--- config.mk ---
export PLATFORM = sky130hd
export DESIGN_NAME = alu_test_sequencer
export DESIGN_NICKNAME = d
export VERILOG_FILES = /design/src/rtl/alu_test_sequencer_pkg.sv /design/src/rtl/alu_test_sequencer_settle_counter.sv /design/src/rtl/alu_test_sequencer.sv
export SDC_FILE = /design/constraint.sdc
export NUM_CORES = 1
export LEC_CHECK = 0
export BUFFER_PORTS_ARGS = -buffer_cell sky130_fd_sc_hd__buf_2
export CAP_MARGIN = 20
export CORE_UTILIZATION = 53
export DETAILED_ROUTE_END_ITERATION = 10
export PLACE_DENSITY = 0.85
export SLEW_MARGIN = 0
export SYNTH_ARGS = -nofsm -noshare
export SYNTH_HDL_FRONTEND = slang
export SYNTH_SLANG_ARGS = --single-unit
export TNS_END_PERCENT = 50
--- constraint.sdc ---
create_clock -name clk -period 4.5 [get_ports clk]
set_clock_uncertainty 0.2 [all_clocks]
set_input_delay 0.225 -clock clk [delete_from_list [all_inputs] [get_ports clk]]
set_output_delay 0.225 -clock clk [all_outputs]
set_load 0.02 [all_outputs]
--- src/rtl/alu_test_sequencer_pkg.sv ---
// Shared definitions for the ALU test sequencer.
// Contents: FSM state encoding, ALU op codes, signature seed, sweep length.
// Imported by alu_test_sequencer and settle_counter.
package alu_test_sequencer_pkg;

  typedef enum logic [2:0] {
    ST_IDLE    = 3'd0,
    ST_APPLY   = 3'd1,
    ST_CAPTURE = 3'd2,
    ST_PAUSE   = 3'd3,
    ST_DONE    = 3'd4
  } state_t;

  typedef enum logic [2:0] {
    OP_AND = 3'd0,
    OP_OR  = 3'd1,
    OP_XOR = 3'd2,
    OP_NOR = 3'd3,
    OP_ADD = 3'd4,
    OP_SUB = 3'd5,
    OP_SLT = 3'd6,
    OP_SLL = 3'd7
  } alu_op_t;

  localparam logic [31:0] SIG_INIT   = 32'h0000_0000;
  localparam int          ITEM_COUNT = 64;
  localparam logic [5:0]  LAST_ITEM  = 6'(ITEM_COUNT - 1);

  // One signature step: rotate left by one, then fold in the new result.
  function automatic logic [31:0] sig_fold(input logic [31:0] sig, input logic [31:0] f);
    return {sig[30:0], sig[31]} ^ f;
  endfunction

endpackage

--- src/rtl/alu_test_sequencer_settle_counter.sv ---
// Settle-time counter: 4-bit down-counter with synchronous load and zero flag.
// Ports: clk, rst (sync, active-high), load/load_val, dec (decrement enable),
//        zero (count == 0). Load has priority over decrement.
module settle_counter
  import alu_test_sequencer_pkg::*;
(
  input  logic       clk,
  input  logic       rst,
  input  logic       load,
  input  logic [3:0] load_val,
  input  logic       dec,
  output logic       zero
);

  logic [3:0] cnt;

  always_ff @(posedge clk) begin
    if (rst) begin
      cnt <= 4'd0;
    end else if (load) begin
      cnt <= load_val;
    end else if (dec && (cnt != 4'd0)) begin
      cnt <= cnt - 4'd1;
    end
  end

  assign zero = (cnt == 4'd0);

endmodule

--- src/rtl/alu_test_sequencer.sv ---
// ALU experiment sequencer: walks 8 operand pairs x 8 ALU ops, holds each item
// SETTLE cycles, captures F/ZF/OF and folds F into a 32-bit signature.
// Ports: clk, rst, start/step_mode/step (controls), F/ZF/OF (from ALU),
//        AB_SW/ALU_OP (to ROM/ALU), F_cap/ZF_cap/OF_cap, signature, item, busy, done.
module alu_test_sequencer
  import alu_test_sequencer_pkg::*;
#(
  parameter int unsigned SETTLE = 2  // legal 1..15
) (
  input  logic        clk,
  input  logic        rst,
  input  logic        start,
  input  logic        step_mode,
  input  logic        step,
  input  logic [31:0] F,
  input  logic        ZF,
  input  logic        OF,
  output logic [2:0]  AB_SW,
  output logic [2:0]  ALU_OP,
  output logic [31:0] F_cap,
  output logic        ZF_cap,
  output logic        OF_cap,
  output logic [31:0] signature,
  output logic [5:0]  item,
  output logic        busy,
  output logic        done
);

  localparam logic [3:0] SETTLE_LOAD = 4'(SETTLE - 1);

  state_t     state, state_nxt;
  logic       step_lat;
  logic       done_q;
  logic       cnt_zero;
  logic       cnt_load, cnt_dec;
  logic       start_sweep, do_capture, advance;
  logic [5:0] item_inc;

  assign item_inc = item + 6'd1;

  settle_counter u_settle (
    .clk      (clk),
    .rst      (rst),
    .load     (cnt_load),
    .load_val (SETTLE_LOAD),
    .dec      (cnt_dec),
    .zero     (cnt_zero)
  );

  always_comb begin
    state_nxt   = state;
    start_sweep = 1'b0;
    do_capture  = 1'b0;
    advance     = 1'b0;
    cnt_load    = 1'b0;
    cnt_dec     = 1'b0;
    case (state)
      ST_IDLE, ST_DONE: begin
        if (start) begin
          start_sweep = 1'b1;
          cnt_load    = 1'b1;
          state_nxt   = ST_APPLY;
        end
      end
      ST_APPLY: begin
        // Counter was loaded with SETTLE-1 on entry, so APPLY lasts SETTLE cycles.
        if (cnt_zero) begin
          state_nxt = ST_CAPTURE;
        end else begin
          cnt_dec = 1'b1;
        end
      end
      ST_CAPTURE: begin
        do_capture = 1'b1;
        if (item == LAST_ITEM) begin
          state_nxt = ST_DONE;
        end else if (step_lat) begin
          state_nxt = ST_PAUSE;
        end else begin
          advance   = 1'b1;
          cnt_load  = 1'b1;
          state_nxt = ST_APPLY;
        end
      end
      ST_PAUSE: begin
        if (step) begin
          advance   = 1'b1;
          cnt_load  = 1'b1;
          state_nxt = ST_APPLY;
        end
      end
      default: state_nxt = ST_IDLE;
    endcase
  end

  always_ff @(posedge clk) begin
    if (rst) begin
      state     <= ST_IDLE;
      step_lat  <= 1'b0;
      item      <= 6'd0;
      AB_SW     <= 3'd0;
      ALU_OP    <= 3'd0;
      F_cap     <= 32'd0;
      ZF_cap    <= 1'b0;
      OF_cap    <= 1'b0;
      signature <= SIG_INIT;
      done_q    <= 1'b0;
    end else begin
      state <= state_nxt;
      if (start_sweep) begin
        step_lat  <= step_mode;
        item      <= 6'd0;
        AB_SW     <= 3'd0;
        ALU_OP    <= 3'd0;
        F_cap     <= 32'd0;
        ZF_cap    <= 1'b0;
        OF_cap    <= 1'b0;
        signature <= SIG_INIT;
      end
      if (do_capture) begin
        F_cap     <= F;
        ZF_cap    <= ZF;
        OF_cap    <= OF;
        signature <= sig_fold(signature, F);
      end
      // Operand select follows the item index on the edge that enters APPLY;
      // after item 63 nothing advances, so the selects hold 3'b111 in DONE.
      if (advance) begin
        item   <= item_inc;
        AB_SW  <= item_inc[2:0];
        ALU_OP <= item_inc[5:3];
      end
      // done trails entry to DONE by one cycle and drops on the restarting edge.
      done_q <= (state == ST_DONE) && !start;
    end
  end

  assign busy = (state == ST_APPLY) || (state == ST_CAPTURE) || (state == ST_PAUSE);
  assign done = done_q;

endmodule
# ---- Word-level counts from Yosys, hierarchy flattened
# Cells that the tools add are included.
dict set report op_classes {
  addsub 2
  n_eq_ne 8
  bitwise_logic 1
  mux 29
  n_reduce_logical 14
}
# cell n
set ops {}
lappend ops {{2-to-1 mux 32 bit} 3}
lappend ops {{bitwise XOR 32 bit} 1}
lappend ops {{2-to-1 mux 3 bit} 7}
lappend ops {{2-to-1 mux 1 bit} 13}
lappend ops {{2-to-1 mux 6 bit} 2}
lappend ops {{one-hot mux 3 bit (4 select lines)} 1}
lappend ops {{adder 6 x 1 -> 6 bit, second input constant} 1}
lappend ops {{equality test 3 x 2 -> 1 bit, second input constant} 2}
lappend ops {{equality test 6 bit, second input constant} 1}
lappend ops {{inequality test 2 bit, second input constant} 3}
lappend ops {{nonzero test 2 bit} 3}
lappend ops {{logical NOT 4 bit} 1}
lappend ops {{nonzero test 4 bit} 1}
lappend ops {{OR reduction 2 bit} 2}
lappend ops {{subtractor 4 x 1 -> 4 bit, second input constant} 1}
lappend ops {{equality test 3 x 1 -> 1 bit, second input constant} 1}
lappend ops {{equality test 3 bit, second input constant} 1}
lappend ops {{logical NOT 3 bit} 1}
lappend ops {{one-hot mux 1 bit (3 select lines)} 1}
lappend ops {{AND reduction 3 bit} 1}
lappend ops {{logical AND 1 bit} 2}
lappend ops {{logical OR 1 bit} 2}
lappend ops {{2-to-1 mux 2 bit} 1}
lappend ops {{one-hot mux 1 bit (2 select lines)} 1}
lappend ops {{logical NOT 1 bit} 1}
dict set report word_totals {
  out_inout_bits 80
  regBits 87
}

# ---- Depth between registers and ports, before layout
# Gate-level depths: netlist of run 1.
dict set report logic_depth {
  ltp_word 6
  depth_mapped 6
  ltp_nobuf 6
}

# ---- Modules after synthesis
# From an unflattened synthesis of run 1, not the netlist that was laid out.
dict set report unflattened {
  cells_unflattened 320
  hier_area_um2 3324.4
}
# mod cells_each area_per_inst_um2 seq_area_each_um2 instances
set modules_own_cells {}
lappend modules_own_cells {alu_test_sequencer 291 3061.7 1541.5 1}
lappend modules_own_cells {settle_counter 29 262.8 80.1 1}

# ---- Worst setup path after synthesis of run 1
# Ideal clock, no wire load.
dict set report synth_timing {
  path_kind {register to register}
  startpoint {register, netlist name AB_SW[0]}
  endpoint {register u_settle.cnt[1]}
  path_buffers 0
  path_stages_with_launch 6
  arrival_time_ps 1570
  setup_ps 112
  slack_ps 2618
  path_cell_list {dfxtp_1 > ha_1 > and4_1 > a211o_4 > nand2_1 > a2111oi_1}
}
# element line
set synth_lines {}
lappend synth_lines {{to (signal assigned)} alu_test_sequencer_settle_counter.sv:21} ;# cnt <= load_val;
lappend synth_lines {{to (signal assigned)} alu_test_sequencer_settle_counter.sv:23} ;# cnt <= cnt - 4'd1;
lappend synth_lines {{to (decl)} alu_test_sequencer_settle_counter.sv:15} ;# logic [3:0] cnt;

# ---- Worst setup path after layout of run 1
dict set report layout_timing {
  startpoint {register state[1]}
  endpoint {register signature[22]}
}
dict set report layout_between {
  elab_chain_len 4
  elab_cells_between_ends 8
  classes_between {eq/ne: 2; mux: 3; reduce/logical: 3}
}
# element line
set layout_rtl {}
lappend layout_rtl {{from (decl)} alu_test_sequencer.sv:31} ;# state_t state, state_nxt;
lappend layout_rtl {{from (signal assigned)} alu_test_sequencer.sv:109} ;# state <= state_nxt;
lappend layout_rtl {{equality test 3 bit or logical NOT 3 bit (tied branches)} alu_test_sequencer.sv:57} ;# case (state)
lappend layout_rtl {{OR reduction 2 bit} alu_test_sequencer.sv:57}
lappend layout_rtl {{2-to-1 mux 1 bit} alu_test_sequencer.sv:57}
lappend layout_rtl {{nonzero test 2 bit (no line)} -}
lappend layout_rtl {{to (signal assigned)} alu_test_sequencer.sv:124} ;# signature <= sig_fold(signature, F);
lappend layout_rtl {{to (decl)} alu_test_sequencer.sv:23} ;# output logic [31:0] signature,
# Parallel ways exist; a longest one is shown, timed or not.
# A chain may end at the register's enable or synchronous reset.

==> results of run 1 <==
## report_power, final
group / internal, mW / switching, mW
logic: 0.0964 / 0.131
clock network: 0.262 / 0.279
registers: 0.740 / 0.0229
total: 1.10 / 0.433
## Yosys cell counts, drive strengths merged, types with 2 or more instances
cell	number
nor3b	3
nor2b	5
or3b	2
o22ai	3
o21ai	3
xor2	35
dfxtp	81
a211oi	2
nor4	3
a21oi	7
nor3	5
inv	2
nand4	5
nor2	40
a22oi	32
nand3	5
clkbuf	12
ha	2
nand2	9
buf	15
a22o	35
## per-layer routing
layer	vias up	routed length, um	global-route usage
li1	1447	-	-
met1	1391	3500	0.317
met2	98	3920	0.420
met3	8	449	0.0602
met4	0	112	0.116
met5	-	0	0
## final timing paths
| check | start | end |
|---|---|---|
| worst max-delay path | state[1] | signature[22] |
| worst min-delay path | start | done |
| worst max register to register | state[1] | signature[22] |
| worst min register to register | F_cap[26] | F_cap[26] |
## worst max-delay path: stages (launching register included)
cell and delay [ns]:
dfxtp_1 0.58, nor3b_4 0.70, buf_4 0.34, nor2_2 0.11, buf_4 0.27, a22oi_1 0.24, nor2_1 0.06
## cell type report
type                    count  area (um^2)  share of cell area
clock buffers               9          124              0.0282
flip-flops and latches     81         1620               0.369
inverters                   2         7.51             0.00171
repair buffers            158          981               0.223
multi-input cells         211         1490               0.338
clock inverters             7         77.6              0.0177
well taps                  75         93.8              0.0214
## sequential cells by signal (all words and copies together) (netlist names)
name	count
AB_SW	2
ALU_OP	2
F_cap	32
OF_cap	1
ZF_cap	1
done	1
item	2
signature	32
state	3
step_lat	1
u_settle.cnt	4
## through the flow
stage               cells  instance area (um^2)  total power [mW]  utilization  setup slack, ns
finish                543                  4390              1.53        0.742             1.85
global route          543                  4390              1.60        0.742             1.69
CTS                   543                  4390              1.54        0.742             1.84
detailed placement    491                  3830             0.979        0.647             1.91
global placement      491                  3830             0.974        0.647             1.99
floorplan             321                  3250             0.910            -             2.62
## kinds of logic (layout without fill, tap and decap cells)
kind of cell	after synthesis	in the layout	share of synthesized area
buf+inv	29	176	0.0474
simple gates	83	83	0.129
fa+ha+maj	2	2	0.00770
compound gates	90	90	0.220
xor+xnor	36	36	0.0971
flops	81	81	0.499
==> results.md, run 1 <==
- P_leak: roughly 2.1 nW
- Fmax: 377 MHz
- Hold Fails Final Rpt: 0
- Clk slew on worst S/H paths: 0.08 ns
- Post-synthesis instance total: 321
- GPL Wtd Cong: between 0.7 and 0.8
- Slew HR: 0.396
- Avg WL per Cell: 14.7 um
- Setup TNS: 0 ns
- Vias in the first global route: 2635
- DR vias: 2944
- Layout net count: 504
- CTS tree: yes
- Gr usage total: 0.256
- Synthesized cell area: 3250 um^2
- Row cnt: 28
- CP Capture Type: flip-flop
- CP Class: reg -> reg
- # IOs: around 120
- CTS Hold Bufs: 36
- Via density: 5.42
- Die Height: 80.3 um
- Final ANT Viol Nets: 0
- # DRC: 0
- Root Buffer Master: clkbuf_8
- Top cell type's share of synthesized area: 0.499
- Synth area leaders: dfxtp_1 50%, a22o_1 9.4%, xor2_1 9.4%, a22oi_1 7.4%, nor2_1 4.5%
- Initial Util: 0.549
- Leading area contributor after synthesis: dfxtp_1
- Hold Path Stages: 3
- Routed Wire Length: 7980 um
- I/O Buffers: 118
- Dpl hpwl: 4930 um
- Worst Reg-to-Reg Cells: 6
- Actual slew at the worst max-slew pin: ~0.91 ns
- CTS resizes: 0
- Maximum fanout along the worst path: 26
- Critical path arrival: between 2 and 3 ns
- Warning count from the yosys run: 0
- Most common cell after layout, fill and taps aside: buf_2
- Layout fillers: 425
- Initial antenna violation count: 0
- Clk buf depth: 2
- Part of the cycle the worst path needs: 0.589
- H-tree Lvls: 3
- Synth Area per Inst: just over 10 um^2
- Iteration-0 DRC Markers: 184
- Post-CTS setup buffer count: 0
- Full die area: approximately 6400 um^2
- Largest net degree at the start of global routing: 51
- Most frequent cells in the layout: 118 x buf_2, 81 x dfxtp_1, 38 x nor2_1
- Clock net sink count: 81
- First-pass GRT wire length: 12500 um
- PwrDens: 349 nW/um^2
- Die X: 80.3 um
- GRT overflow: 0
- N_diodes: 0
- Max_cap viols: 0
- Setup violators final: 0
- Post-synth EDFFs: 0
- Core area: 5920 um^2
- Mapped Nets: 362
- CP Launch Type: flip-flop
- Router iterations before antenna repair: 5
- Area Overhead vs Synth: 35.2%
- Yosys cell types: 42
- Post-synthesis sequential area ratio: 0.499
- CTS Buf Count: 9
- Worst min path class: in -> reg
- Share of cells above drive strength 1: 0.318
- Worst vdd ir: 251 uV
- Reg-to-reg setup timing slack: 1.85 ns
- Critical Path RT: 4.50 ns
- Post-synth ARST share: 0
- RSZ-0062 raised after global routing: no
- Tightest hold margin: about 0.043 ns
- Worst-Skew Late Latency: 0.35 ns
- Flops & latches, synth: 81
- Top_reg_cell synth: dfxtp_1
- Status: finished clean
- Final max-slew violation count: 0
- Final min period: 2.65 ns
(Power assumes the default switching activity.)
==> run 2, diff against run 1 <==
--- a/config.mk
+++ b/config.mk
@@ -5,11 +5,12 @@
 export SDC_FILE = /design/constraint.sdc
 export NUM_CORES = 1
 export LEC_CHECK = 0
+export ABC_AREA = 1
 export BUFFER_PORTS_ARGS = -buffer_cell sky130_fd_sc_hd__buf_2
 export CAP_MARGIN = 20
-export CORE_UTILIZATION = 53
+export CORE_UTILIZATION = 45
 export DETAILED_ROUTE_END_ITERATION = 10
-export PLACE_DENSITY = 0.85
+export PLACE_DENSITY = 0.75
 export SLEW_MARGIN = 0
 export SYNTH_ARGS = -nofsm -noshare
 export SYNTH_HDL_FRONTEND = slang
==> constraint.sdc (replaced) <==
create_clock -name clk -period 2.2 [get_ports clk]
set_clock_uncertainty 0.2 [all_clocks]
set_input_delay 0.11 -clock clk [delete_from_list [all_inputs] [get_ports clk]]
set_output_delay 0.11 -clock clk [all_outputs]
set_load 0.02 [all_outputs]
==> run 2 against run 1 <==
Sequential power rose by 120%; die area is 30% higher; combinational power grew to 4.3 times the previous value; count of clock-buffer cells in the layout up 3; synthesized cell count up 38%; setup slack worse by 1.5 ns; first-iteration DRC count shrank 34%; area after synthesis grew 11%; clock power up 110%.
==> results.md, run 2 <==
- Setup violators final: 0
- H-tree Lvls: 3
- CTS Buf Count: 9
- Flops & latches, synth: approximately 80
- Worst min path class: reg -> reg
- Worst-Skew Late Latency: 0.34 ns
- Slew HR: 0.654
- N_diodes: 0
- Row cnt: 32
- Top_reg_cell synth: dfxtp_1
- CP Launch Type: flip-flop
- Clk buf depth: 2
- P_leak: 2.16 nW
- # IOs: 119
- Critical Path RT: ~2.2 ns
- Routed Wire Length: 8410 um
- Final min period: ~1.9 ns
- Critical path arrival: ~1.9 ns
- Post-synth ARST share: 0
- Post-synthesis sequential area ratio: 0.450
- Iteration-0 DRC Markers: approximately 120
- Top cell type's share of synthesized area: 0.450
- Synth Area per Inst: 8.11 um^2
- Multi-input logic area: 1730 um^2
- Warning count from the yosys run: 0
- Top-count cell post-synth: nand2_1
- Final max-slew violation count: 0
- Vias in the first global route: approximately 3200
- Most common cell after layout, fill and taps aside: nand2_1
- Initial Util: 0.466
- Final ANT Viol Nets: 0
- First-pass GRT wire length: 14200 um
- # DRC: 0
- Initial antenna violation count: 0
- Worst vdd ir: about 430 uV
- I/O Buffers: 118
- CTS tree: yes
- Part of the cycle the worst path needs: 0.851
- RSZ-0062 raised after global routing: no
- Most instantiated cells after synthesis: 134 x nand2_1, 81 x dfxtp_1, 47 x a21oi_1, 36 x xor2_1, 31 x nand2_2
- CP Class: reg -> reg
- Pwr Total: 3.79 mW
- Layout net count: 630
- Die X: 91.4 um
- CP Capture Type: flip-flop
- Root Buffer Master: clkbuf_8
- Max_cap viols: 0
- Router iterations before antenna repair: 4
- Clock net sink count: 81
- Die Height: 91.4 um
- Layout fillers: 666
- Largest net degree at the start of global routing: 46
- Share of cells above drive strength 1: 0.347
- Avg WL per Cell: 12.1 um
- Full die area: 8360 um^2
- Actual slew at the worst max-slew pin: 0.518 ns
- GPL Wtd Cong: 0.831
- Post-CTS setup buffer count: 0
- Core area: around 7700 um^2
- Fmax: 534 MHz
- FF+latch area: 1620 um^2
- Setup TNS: 0 ns
- CTS resizes: 0
- Hold Fails Final Rpt: 0
- Most frequent cells in the layout: 134 x nand2_1, 118 x buf_2, 81 x dfxtp_1
- Mapped Nets: 485
- Leading area contributor after synthesis: dfxtp_1
- Yosys cell types: 25
- Synth area leaders: dfxtp_1 45%, nand2_1 14%, xor2_1 8.8%, a21oi_2 7.3%, a21oi_1 6.5%
- DR vias: 3330
- Largest regs: F_cap (32), signature (32), u_settle.cnt (4)
- Post-synthesis instance total: ~440
- Via density: 4.79
- GRT overflow: 0
- PwrDens: ~790 nW/um^2
- Dpl hpwl: between 5000 and 6000 um
- Clk slew on worst S/H paths: 0.08 ns
- Area Overhead vs Synth: 33.2%
- Synthesized cell area: 3600 um^2
- Gr usage total: 0.209
- Maximum fanout along the worst path: 8
- Post-synth EDFFs: 0
- Status: finished clean
==> run 2: changes by cell type after synthesis, moves of 15 or more <==
cell and change:
a22oi_1 -32, a21oi_1 +41, a21oi_2 +29, nor2_1 -27
a22o_1 -35, inv_1 +15, nand2_2 +31, nand2_1 +125
==> run 2: report_power, final <==
group          switching, mW  internal [mW]  total [mW]
Clock                  0.493          0.664        1.16
Combinational          0.620          0.352       0.972
Sequential            0.0882           1.57        1.66
==> run 2: cell families (layout without fill, tap and decap cells) <==
| kind of cell | Yosys count | count (layout) | share of synthesized area |
|---|---|---|---|
| simple gates | 197 | 197 | 0.242 |
| compound gates | 81 | 81 | 0.145 |
| flops | 81 | 81 | 0.450 |
| buf+inv | 47 | 196 | 0.0678 |
| xor+xnor | 36 | 36 | 0.0876 |
| fa+ha+maj | 2 | 2 | 0.00695 |
==> run 2: metrics by stage <==
stage	util	worst slack [ns]	hold WS (ns)	cell area, um^2	instances
6_report	0.620	0.328	0.264	4790	695
5_1_grt	0.620	0.147	0.284	4790	695
4_1_cts	0.620	0.323	0.261	4790	695
3_5_place_dp	0.544	0.337	0.185	4200	642
3_3_place_gp	0.544	0.447	0.176	4200	642
2_1_floorplan	-	0.405	0.0583	3600	444
==> run 2: path summary, 6_finish.rpt <==
| kind | cells after the start | slack (ns) | start | endpoint |
|---|---|---|---|---|
| setup / recovery | 8 | 0.33 | AB_SW[0] | AB_SW[0] |
| hold / removal | 2 | 0.26 | F_cap[27] | F_cap[27] |
| setup reg to reg | 8 | 0.33 | AB_SW[0] | AB_SW[0] |
| hold reg to reg | 2 | 0.26 | F_cap[27] | F_cap[27] |
==> run 2: worst max-delay path, cell delays in order (launching register included) <==
cell and delay, ns:
dfxtp_1 0.46, ha_1 0.24, nand2_1 0.07, nor2_1 0.17, nand2_1 0.15, nand3_2 0.17
nand2_2 0.11, o21ai_0 0.16, nor2_1 0.05
==> run 2: cell type report <==
type | instances | area share
multi-input combinational | 316 | 0.362
clock buffer | 12 | 0.0303
tap | 102 | 0.0266
timing repair buffer | 162 | 0.215
sequential | 81 | 0.338
clock inverter | 3 | 0.0136
inverter | 19 | 0.0149
==> run 2: layer usage <==
metal  global-route usage  routed length [um]  vias up
met5                    0                   0        -
met4               0.0899                 116        0
met3               0.0486                 474       11
met2                0.362                4070       98
met1                0.246                3750     1532
li1                     -                   -     1689
==> run 2: timing repair <==
item                                    in CTS  in global routing
endpoints found under the hold margin       77                  0
hold buffers                                38                  0
endpoints found under the setup margin       0                  0
